$ cat src/rtl/sample_pkg.sv
// Shared definitions for the sample link: transmitter FSM states, line levels
// and a counter-width helper used by the transmitter and its bit timer.
package sample_pkg;

    typedef enum logic [1:0] {
        IDLE  = 2'd0,
        START = 2'd1,
        DATA  = 2'd2,
        STOP  = 2'd3
    } tx_state_t;

    localparam logic SAMPLE_IDLE  = 1'b1;
    localparam logic SAMPLE_START = 1'b0;

    // Width of a counter that must hold 0..n-1; never narrower than one bit.
    function automatic int cnt_width(input int n);
        return (n > 1) ? $clog2(n) : 1;
    endfunction

endpackage

$ cat src/rtl/bit_timer.sv
// Bit-period timer: counts clocks while enabled and pulses tick on the last
// clock of every BIT_CYCLES-long bit period.
module bit_timer
    import sample_pkg::*;
#(
    parameter int BIT_CYCLES = 4
) (
    input  logic clk,
    input  logic reset_n,
    input  logic clear,
    output logic tick
);

    localparam int CW = cnt_width(BIT_CYCLES);
    localparam logic [CW-1:0] LAST = CW'(BIT_CYCLES - 1);

    logic [CW-1:0] cnt;

    always_ff @(posedge clk or negedge reset_n) begin
        if (!reset_n) begin
            // NOTE: sequential state uses non-blocking assignments so every
            // flop samples pre-edge values regardless of statement order.
            cnt <= '0;
        end else if (clear || cnt == LAST) begin
            cnt <= '0;
        end else begin
            cnt <= cnt + CW'(1);
        end
    end

    // With BIT_CYCLES=1 the count is pinned at 0 and tick is high every clock.
    assign tick = !clear && (cnt == LAST);

endmodule

$ cat src/rtl/sample_tx.sv
// Framed LSB-first serial transmitter for the sample line: idle high, one low
// start bit, DATA_W data bits, STOP_BITS high stop bits, each BIT_CYCLES long.
module sample_tx
    import sample_pkg::*;
#(
    parameter int DATA_W     = 8,
    parameter int BIT_CYCLES = 4,
    parameter int STOP_BITS  = 1
) (
    input  logic              clk,
    input  logic              reset_n,
    input  logic [DATA_W-1:0] tx_data,
    input  logic              tx_valid,
    output logic              tx_ready,
    output logic              sample,
    output logic              busy
);

    localparam int IW = cnt_width(DATA_W);
    localparam int SW = cnt_width(STOP_BITS);
    localparam logic [IW-1:0] LAST_BIT  = IW'(DATA_W - 1);
    localparam logic [SW-1:0] LAST_STOP = SW'(STOP_BITS - 1);

    tx_state_t         state;
    logic [DATA_W-1:0] shreg;
    logic [IW-1:0]     bit_idx;
    logic [SW-1:0]     stop_cnt;
    logic              tick;
    logic              timer_clear;

    // The timer is held at zero while idle so the start bit gets a full period
    // counted from the accepting edge.
    assign timer_clear = (state == IDLE);

    bit_timer #(
        .BIT_CYCLES(BIT_CYCLES)
    ) u_bit_timer (
        .clk    (clk),
        .reset_n(reset_n),
        .clear  (timer_clear),
        .tick   (tick)
    );

    // The shift register always holds the not-yet-driven bits in its LSBs, so
    // the next line level is simply shreg[0].
    always_ff @(posedge clk or negedge reset_n) begin
        if (!reset_n) begin
            state    <= IDLE;
            shreg    <= '0;
            bit_idx  <= '0;
            stop_cnt <= '0;
            sample   <= SAMPLE_IDLE;
            tx_ready <= 1'b1;
            busy     <= 1'b0;
        end else begin
            case (state)
                IDLE: begin
                    if (tx_valid) begin
                        shreg    <= tx_data;
                        state    <= START;
                        sample   <= SAMPLE_START;
                        tx_ready <= 1'b0;
                        busy     <= 1'b1;
                    end
                end
                START: begin
                    if (tick) begin
                        state  <= DATA;
                        sample <= shreg[0];
                        shreg  <= shreg >> 1;
                    end
                end
                DATA: begin
                    if (tick) begin
                        if (bit_idx == LAST_BIT) begin
                            state   <= STOP;
                            sample  <= SAMPLE_IDLE;
                            bit_idx <= '0;
                        end else begin
                            sample  <= shreg[0];
                            shreg   <= shreg >> 1;
                            bit_idx <= bit_idx + IW'(1);
                        end
                    end
                end
                STOP: begin
                    if (tick) begin
                        if (stop_cnt == LAST_STOP) begin
                            state    <= IDLE;
                            stop_cnt <= '0;
                            tx_ready <= 1'b1;
                            busy     <= 1'b0;
                        end else begin
                            stop_cnt <= stop_cnt + SW'(1);
                        end
                    end
                end
                default: begin
                    state    <= IDLE;
                    sample   <= SAMPLE_IDLE;
                    tx_ready <= 1'b1;
                    busy     <= 1'b0;
                end
            endcase
        end
    end

endmodule

$ cat config.mk
export PLATFORM = sky130hd
export DESIGN_NAME = sample_tx
export DESIGN_NICKNAME = d
export VERILOG_FILES = /design/src/rtl/sample_pkg.sv /design/src/rtl/bit_timer.sv /design/src/rtl/sample_tx.sv
export SDC_FILE = /design/constraint.sdc
export NUM_CORES = 1
export LEC_CHECK = 0
export ABC_AREA = 1
export CORE_MARGIN = 4
export CORE_UTILIZATION = 31
export DETAILED_ROUTE_END_ITERATION = 10
export PLACE_DENSITY = 0.58
export SKIP_LAST_GASP = 1
export SLEW_MARGIN = 40
export SYNTH_ARGS = -nofsm -noshare
export SYNTH_HDL_FRONTEND = slang
export SYNTH_SLANG_ARGS = --single-unit
$ cat constraint.sdc
create_clock -name clk -period 1.45 [get_ports clk]
set_clock_uncertainty 0.2 [all_clocks]
set_input_delay 0.29 -clock clk [delete_from_list [all_inputs] [get_ports clk]]
set_output_delay 0.29 -clock clk [all_outputs]
set_load 0.02 [all_outputs]
==> impl_metrics.yaml, run 1 <==
synthesis:
  syn_area_mm2: 0.00106
  syn_nets: 149
  synthCells: 130
  synthArstFlopShare_pct: 100
  ys_warn_count: 0
  synth_commonest_cells: "nand2_1 (45), dfrtp_1 (16), inv_1 (16)"
  synth_enable_flop_cells: 0
  yosysTopAreaCellShare_pct: 37.6
  synth_area_leaders: "dfrtp_1 (38%), nand2_1 (16%), ha_1 (9.4%)"
  yosysTopAreaCell: "dfrtp_1"
  syn_area_per_cell_um2: 8.19
  synthFlopType: "dfrtp_1"
  yosys.cell_types.count: 20
  ys_ff_latch: 18
  ys_seq_area_share_pct: 42.5
  yosysMostFrequentCell: "nand2_1"
setup_path:
  r2r-end: "shreg[7]"
  reg2reg_depth: 8
  rrSetupSlack_ns: -0.08
  timing.rr.start: "state[0]"
  critPathMaxFanout: 7
  cp.arrival_ns: 1.53
  path_class: "reg -> reg"
  cp-start-kind: "flop"
  end_kind: "flop"
  crit_required_ns: 1.45
run_status:
  violations: "setup timing"
  status: "complete, but fails checks"
finish:
  finalNetCount: 183
  drive_gt1_share_pct: 36.2
  syn2layout_area_growth_pct: 48.5
  antenna_cells: 0
timing:
  hold_violations: 0
  period_needed_ns: 1.53
  fmax_mhz: 653
  setup_viol: 13
  worst_slew_pin_slew_ns: 0.192
  fin_ws_ns: -0.0825
  whs_ns: 0.114
  rsz0062_at_grt: "yes"
  slew-limit-headroom_pct: 87.2
  final_max_slew_viol_count: 0
  fin_crit_sh_pct: 106
clock_network:
  clk_transition_reported_paths_ns: 0.11
  cts_tree: "done"
  cts_buffers: 3
  cts_root_buf: "clkbuf_4"
  cts_hold_buf: 0
  cts_htree_levels: 1
  cts.sink_count: 18
  cts_buffer_depth: 2
  clock_latency_ns: 0.30
placed_design:
  gp_congestion: 0.755
  dp_slack_ns: -0.185
  dp.final_hpwl_um: 1640
  portBuffers: 13
route:
  totalWireLength_um: 2370
  drtAntennaViolNets: 0
  drt_iter0_drc: 30
  drc: 0
  wl_per_cell_um: 11.3
  via_per_inst: 4.56
  dr.pass1.iters: 4
  vias: 953
global_routing:
  grt_pass1_vias: 908
  grt_max_degree: 19
  grtUsageTotal_pct: 11.6
  grt_pass1_wl_um: 3980
  antenna_found_initial: 0
  overflow: 0
min_path:
  hold_path.class: "in -> async"
die:
  start_util_pct: 31.9
  rows: 21
  dieHeight_um: 66.6
  die_w_um: 66.6
  io_pins: 14
  core_mm2: 0.00334
  dieArea_mm2: 0.00444
power:
  total_power_w: 0.00354
  p_leak_nw: 0.747
  powerDensity_mw_per_mm2: 2240
  irDropWorstVdd_v: 0.000917
flow_run:
  cap_violations: 0
[cell families after synthesis]
family / Yosys count / share of synthesized area, %
and+or+nand+nor: 67 / 29.0
buffers and inverters: 20 / 8.93
DFF: 18 / 42.5
AOI/OAI and AO/OA: 17 / 10.1
adders and majority gates: 8 / 9.40
[stage by stage]
stage / std cells / TNS, ns / utilization, % / instance area, um2
finish: 209 / -0.625 / 47.4 / 1580
global route: 209 / -1.64 / 47.4 / 1580
CTS: 205 / -1.23 / 44.1 / 1470
detailed placement: 198 / -2.62 / 40.4 / 1350
global placement: 198 / -2.25 / 40.4 / 1350
floorplan: 130 / -0.924 / - / 1080
[cells in the final DEF (no fill, tap or decap), types with 2 or more instances in the layout]
cell             instances
dfstp_2                  2
clkdlybuf4s50_1         10
buf_12                   2
nand3_4                  2
inv_1                   13
inv_4                    2
nand2_4                  2
clkbuf_4                 3
ha_4                     4
buf_4                   13
nand2_1                 39
nor2_1                   2
buf_6                    7
o21ai_1                  8
dfrtp_2                  2
nand4_1                 10
o21ai_0                  2
ha_2                     4
dfrtp_1                 14
o21ai_2                  3
nand3_1                  3
nand2_2                  4
[where the power goes]
group          internal [W]  leakage (nW)  switching, W
Sequential         0.000734         0.222      0.000157
Clock              0.000153        0.0210      0.000167
Combinational       0.00113         0.505       0.00120
[cell type report]
| cell class | instances | area (um2) |
|---|---|---|
| Sequential cell | 18 | 455 |
| Fill cell | 337 | 1760 |
| Multi-Input combinational cell | 92 | 646 |
| Tap cell | 46 | 57.6 |
| Clock buffer | 4 | 36.3 |
| Timing Repair Buffer | 33 | 322 |
| Inverter | 16 | 65.1 |
[routing by layer]
| metal | part of all wire [%] | vias up | global-route usage (%) | wire length, um |
|---|---|---|---|---|
| met1 | 47 | 445 | 14.2 | 1100 |
| li1 | - | 492 | - | - |
| met5 | 0 | - | 0 | 0 |
| met3 | 2.2 | 4 | 2.53 | 51 |
| met4 | 2.1 | 0 | 3.81 | 49 |
| met2 | 49 | 12 | 19.9 | 1160 |
[state kept, by name (all words and copies together), names as in the netlist]
register and count:
state 2, shreg 8, u_bit_timer.cnt 2, busy 1, tx_ready 1, sample 1
bit_idx 3
[worst max-delay path by stage]
stage / start / end / slack (ns) / cells past startpoint
final: state[0] / shreg[7] / -0.08 / 8
after global placement: state[0] / shreg[7] / -0.16 / 7
after global routing: state[0] / shreg[6] / -0.15 / 8
after CTS: state[0] / shreg[7] / -0.1 / 8
after detailed placement: state[0] / shreg[7] / -0.19 / 7
after floorplan: state[0] / shreg[0] / -0.10 / 7
[critical path, stage by stage, from the launching register on]
cell and delay, ns:
dfrtp_2 0.46, inv_4 0.10, ha_4 0.19, inv_4 0.06, nand2_8 0.08, o21ai_4 0.08, buf_6 0.14, nand4_1 0.07
nand2_1 0.06
[timing repair]
action	4_1_cts	5_1_grt
buffers inserted	3	4
endpoints found under the hold margin	0	0
pin swaps	16	9
gates resized for setup	34	21
setup endpoints to repair	19	20
(Power assumes the default switching activity.)
==> inputs of run 2 (changes only) <==
RECOVER_POWER = 100   (was not set)
==> impl_metrics.yaml, run 2 (synthesis results as in run 1) <==
clock_network:
  cts_htree_levels: 1
  cts_tree: "done"
  cts_root_buf: "clkbuf_4"
  cts_buffers: 3
  clk_transition_reported_paths_ns: 0.11
  cts.sink_count: 18
  cts_hold_buf: 0
  clock_latency_ns: 0.30
  cts_buffer_depth: 2
timing:
  period_needed_ns: 1.53
  hold_violations: 0
  rsz0062_at_grt: "yes"
  fmax_mhz: 653
  slew-limit-headroom_pct: 70.3
  fin_crit_sh_pct: 106
  setup_viol: 13
  final_max_slew_viol_count: 0
  setup_tns_ns: -0.625
  fin_ws_ns: -0.0825
  worst_slew_pin_slew_ns: 0.445
route:
  totalWireLength_um: 2360
  wl_per_cell_um: 11.3
  drc: 0
  via_per_inst: 4.56
  drt_iter0_drc: 29
  dr.pass1.iters: 4
  vias: 953
  drtAntennaViolNets: 0
finish:
  final_cell_mix: "nand2_1 (39), dfrtp_1 (14), inv_1 (13), buf_4 (13), nand4_1 (10)"
  finalNetCount: 183
  reg.largest.list: "shreg: 8 flops, bit_idx: 3 flops"
  regArea_um2: 455
  drive_gt1_share_pct: 36.2
  fillers: 338
  multi_input_area_um2: 646
  final_common_cell: "nand2_1"
  finalNonFillerCells: 209
  antenna_cells: 0
  syn2layout_area_growth_pct: 47.1
  largest_reg_flops: 8
  top_register: "shreg"
power:
  powerDensity_mw_per_mm2: 2260
  irDropWorstVdd_v: 0.000917
  p_leak_nw: 0.743
setup_path:
  path_class: "reg -> reg"
  critPathMaxFanout: 7
  cp_cell_sequence: "inv_4 > ha_4 > inv_4 > nand2_8 > o21ai_4 > buf_6 > nand4_1 > nand2_1"
  cp.arrival_ns: 1.53
  end_kind: "flop"
  cp-start-kind: "flop"
  cpMaxStageDelayCell: "dfrtp_2"
  crit_required_ns: 1.45
  critPathTopFamily: "flip-flops"
  cpMostUsedCell: "inv_4"
  critPathMaxStageDelay_ns: 0.46
  crit_buf_inv: 3
global_routing:
  overflow: 0
  antenna_found_initial: 0
  grt_pass1_vias: 908
  grt_use_met1_pct: 14.2
  grt_use_met3_pct: 2.53
  grtUsageTotal_pct: 11.6
  grt_pass1_wl_um: 3980
  gr-max-usage-layer: "met2"
  grt_util_met2_pct: 19.9
  grt_max_degree: 19
run_status:
  violations: "setup timing"
  status: "complete, but fails checks"
die:
  dieArea_mm2: 0.00444
  core_mm2: 0.00334
  rows: 21
  start_util_pct: 31.9
  die_w_um: 66.6
  dieHeight_um: 66.6
  io_pins: 14
placed_design:
  gp_congestion: 0.755
  dp.final_hpwl_um: 1640
  placed_cells: 198
  portBuffers: 13
min_path:
  hold_path.class: "in -> async"
flow_run:
  cap_violations: 0
==> run 2: stage by stage <==
step                setup WS, ns  total power [W]  area (um2)  utilization, %  hold slack, ns
floorplan                 -0.105          0.00214        1080               -          -0.206
global placement          -0.159          0.00265        1350            40.4           0.222
detailed placement        -0.185          0.00270        1350            40.4           0.225
CTS                      -0.0975          0.00328        1470            44.1           0.115
global route              -0.154          0.00385        1570            46.9           0.287
finish                   -0.0825          0.00354        1570            46.9           0.254
==> run 2: metal layers <==
metal | part of all wire (%) | vias up | wire [um]
li1 | - | 492 | -
met1 | 47 | 445 | 1100
met2 | 49 | 12 | 1160
met3 | 2.1 | 4 | 50
met4 | 2.1 | 0 | 49
met5 | 0 | - | 0
==> run 2: cell type report <==
class                   count  share of cell area [%]
flip-flops and latches     18                    29.1
inverters                  16                    4.15
multi-input cells          92                    41.2
well taps                  46                    3.67
repair buffers             33                    19.6
clock buffers               4                    2.32
==> run 2: path summary, 6_finish.rpt <==
check                      startpoint       end  slack, ns  depth (start not counted)
max reg2reg                  state[0]  shreg[7]      -0.08                          8
min in group clk               sample    sample       0.28                          2
max                          state[0]  shreg[7]      -0.08                          8
max in group asynchronous     reset_n    sample       0.45                          2
min                           reset_n  shreg[4]       0.25                          2
min reg2reg                    sample    sample       0.28                          2
==> run 2: worst register-to-register path, stage by stage (launching register included) <==
cell	delay (ns)
dfrtp_2	0.46
inv_4	0.10
ha_4	0.19
inv_4	0.06
nand2_8	0.08
o21ai_4	0.08
buf_6	0.14
nand4_1	0.07
nand2_1	0.06
==> run 2: report_power, final <==
part / switching, W / leakage (nW) / internal (W)
Sequential: 0.000158 / 0.222 / 0.000734
Clock: 0.000167 / 0.0210 / 0.000153
Combinational: 0.00120 / 0.500 / 0.00113
==> run 2: what timing repair did <==
action,CTS,global route
resized for setup,34,21
setup endpoints to repair,19,20
pin swaps,16,9
buffers inserted,3,4
==> inputs of run 3 (changes only) <==
CELL_PAD_IN_SITES_DETAIL_PLACEMENT = 0   (was not set)
CELL_PAD_IN_SITES_GLOBAL_PLACEMENT = 1   (was not set)
PLACE_DENSITY = not set   (was 0.58)
PLACE_DENSITY_LB_ADDON = 0.1   (was not set)
==> impl_metrics.yaml, run 3 (synthesis results as in run 1) <==
run_status:
  status: "complete, but fails checks"
  violations: "setup timing"
placed_design:
  dp.final_hpwl_um: 1770
  portBuffers: 13
  dp_slack_ns: -0.171
  gp_congestion: 0.743
power:
  irDropWorstVdd_v: 0.00112
  pwr-share-clk_pct: 8.2
  switching_power_w: 0.00158
  p_leak_nw: 0.785
  internal_power_w: 0.00222
  powerDensity_mw_per_mm2: 2300
  total_power_w: 0.00380
  combinationalPowerShare_pct: 68.6
  sequentialPowerShare_pct: 23.2
  sw_frac_of_total_pct: 41.6
global_routing:
  grtUsageTotal_pct: 11.8
  overflow: 0
  grt_pass1_vias: 906
  antenna_found_initial: 0
  grt_max_degree: 19
  grt_pass1_wl_um: 3950
route:
  totalWireLength_um: 2470
  topRoutingLayerUsed: "met4"
  vias: 956
  wl_met2_um: 1320
  drtAntennaViolNets: 0
  drt_iter0_drc: 18
  dr_wl_met3_um: 56
  dr.pass1.iters: 3
  via_per_inst: 4.43
  met1_length_um: 1080
  drc: 0
  wl_per_cell_um: 11.4
finish:
  drive_gt1_share_pct: 41.8
  utilization_pct: 49.5
  reg.largest.list: "shreg: 8 flops, bit_idx: 3 flops"
  top_register: "shreg"
  antenna_cells: 0
  fillers: 339
  final_cell_mix: "nand2_1 (36), buf_4 (20), dfrtp_1 (15)"
  finalNetCount: 190
  syn2layout_area_growth_pct: 55.0
  largest_reg_flops: 8
  final_common_cell: "nand2_1"
timing:
  final_max_slew_viol_count: 0
  worst_slew_pin_slew_ns: 0.475
  rsz0062_at_grt: "yes"
  fmax_mhz: 629
  hold_violations: 0
  fin_ws_ns: -0.140
  setup_tns_ns: -1.21
  fin_crit_sh_pct: 110
  slew-limit-headroom_pct: 68.3
  period_needed_ns: 1.59
  setup_viol: 14
clock_network:
  clock_latency_ns: 0.29
  cts_root_buf: "clkbuf_4"
  cts_buffer_depth: 2
  cts_buffers: 3
  cts_hold_buf: 0
  clk_transition_reported_paths_ns: 0.11
  cts.sink_count: 18
  cts_htree_levels: 1
  cts_tree: "done"
min_path:
  hold_path.class: "reg -> reg"
setup_path:
  crit_required_ns: 1.44
  end_kind: "flop"
  cpMaxStageDelayCell: "dfrtp_1"
  critPathMaxStageDelay_ns: 0.44
  cpMostUsedCell: "nand2_1"
  path_class: "reg -> reg"
  critPathTopFamily: "flip-flops"
  critPathMaxFanout: 8
  cp.arrival_ns: 1.58
  crit_buf_inv: 1
  cp-start-kind: "flop"
  cp_cell_sequence: "buf_4 > ha_4 > o21ai_4 > nand3_4 > nand2_1 > nand2_1"
die:
  start_util_pct: 31.9
  io_pins: 14
  core_mm2: 0.00334
  dieArea_mm2: 0.00444
  die_w_um: 66.6
  rows: 21
  dieHeight_um: 66.6
flow_run:
  cap_violations: 0
## run 3: metal layers
metal,vias up,global-route usage (%)
met5,-,0
met4,0,3.81
met3,2,2.53
met2,6,20.9
met1,441,13.9
li1,507,-
## run 3: timing repair
action / 4_1_cts / 5_1_grt
gates cloned: 0 / 1
setup buffers: 5 / 4
endpoints found under the setup margin: 19 / 19
gates resized for setup: 29 / 32
pin swaps: 11 / 15
## run 3: area by class of cell
cell class	instances	area, um2	share of cell area (%)
Timing Repair Buffer	40	373	22.6
Inverter	16	67.6	4.09
Sequential cell	18	454	27.5
Multi-Input combinational cell	92	662	40.1
Tap cell	46	57.6	3.49
Clock buffer	4	36.3	2.20
## run 3: path summary, 6_finish.rpt
| kind | slack (ns) | cells past startpoint | to | start |
|---|---|---|---|---|
| setup reg to reg | -0.14 | 6 | shreg[7] | state[0] |
| hold / removal | 0.25 | 1 | u_bit_timer.cnt[0] | u_bit_timer.cnt[0] |
| setup / recovery | -0.14 | 6 | shreg[7] | state[0] |
| min in group asynchronous | 0.26 | 2 | state[0] | reset_n |
| hold reg to reg | 0.25 | 1 | u_bit_timer.cnt[0] | u_bit_timer.cnt[0] |
| max in group asynchronous | 0.44 | 2 | tx_ready | reset_n |
## run 3: worst reg2reg max path: stages, from the launching register on
cell and delay, ns:
dfrtp_1 0.44, buf_4 0.16, ha_4 0.17, o21ai_4 0.20
nand3_4 0.16, nand2_1 0.10, nand2_1 0.05
## run 3: per-stage QoR
step,instances,cell area (um2),hold slack (ns)
2_1_floorplan,130,1080,-0.206
3_3_place_gp,202,1380,0.220
3_5_place_dp,202,1380,0.229
4_1_cts,211,1510,0.109
5_1_grt,216,1650,0.272
6_report,216,1650,0.249
## run 3: power by group through the flow
stage | clock network, W | logic (W) | registers, W
floorplan | 0 | 0.00126 | 0.000877
global placement | 0 | 0.00191 | 0.000854
detailed placement | 0 | 0.00192 | 0.000865
CTS | 0.000335 | 0.00214 | 0.000857
global route | 0.000368 | 0.00289 | 0.000908
finish | 0.000312 | 0.00260 | 0.000882
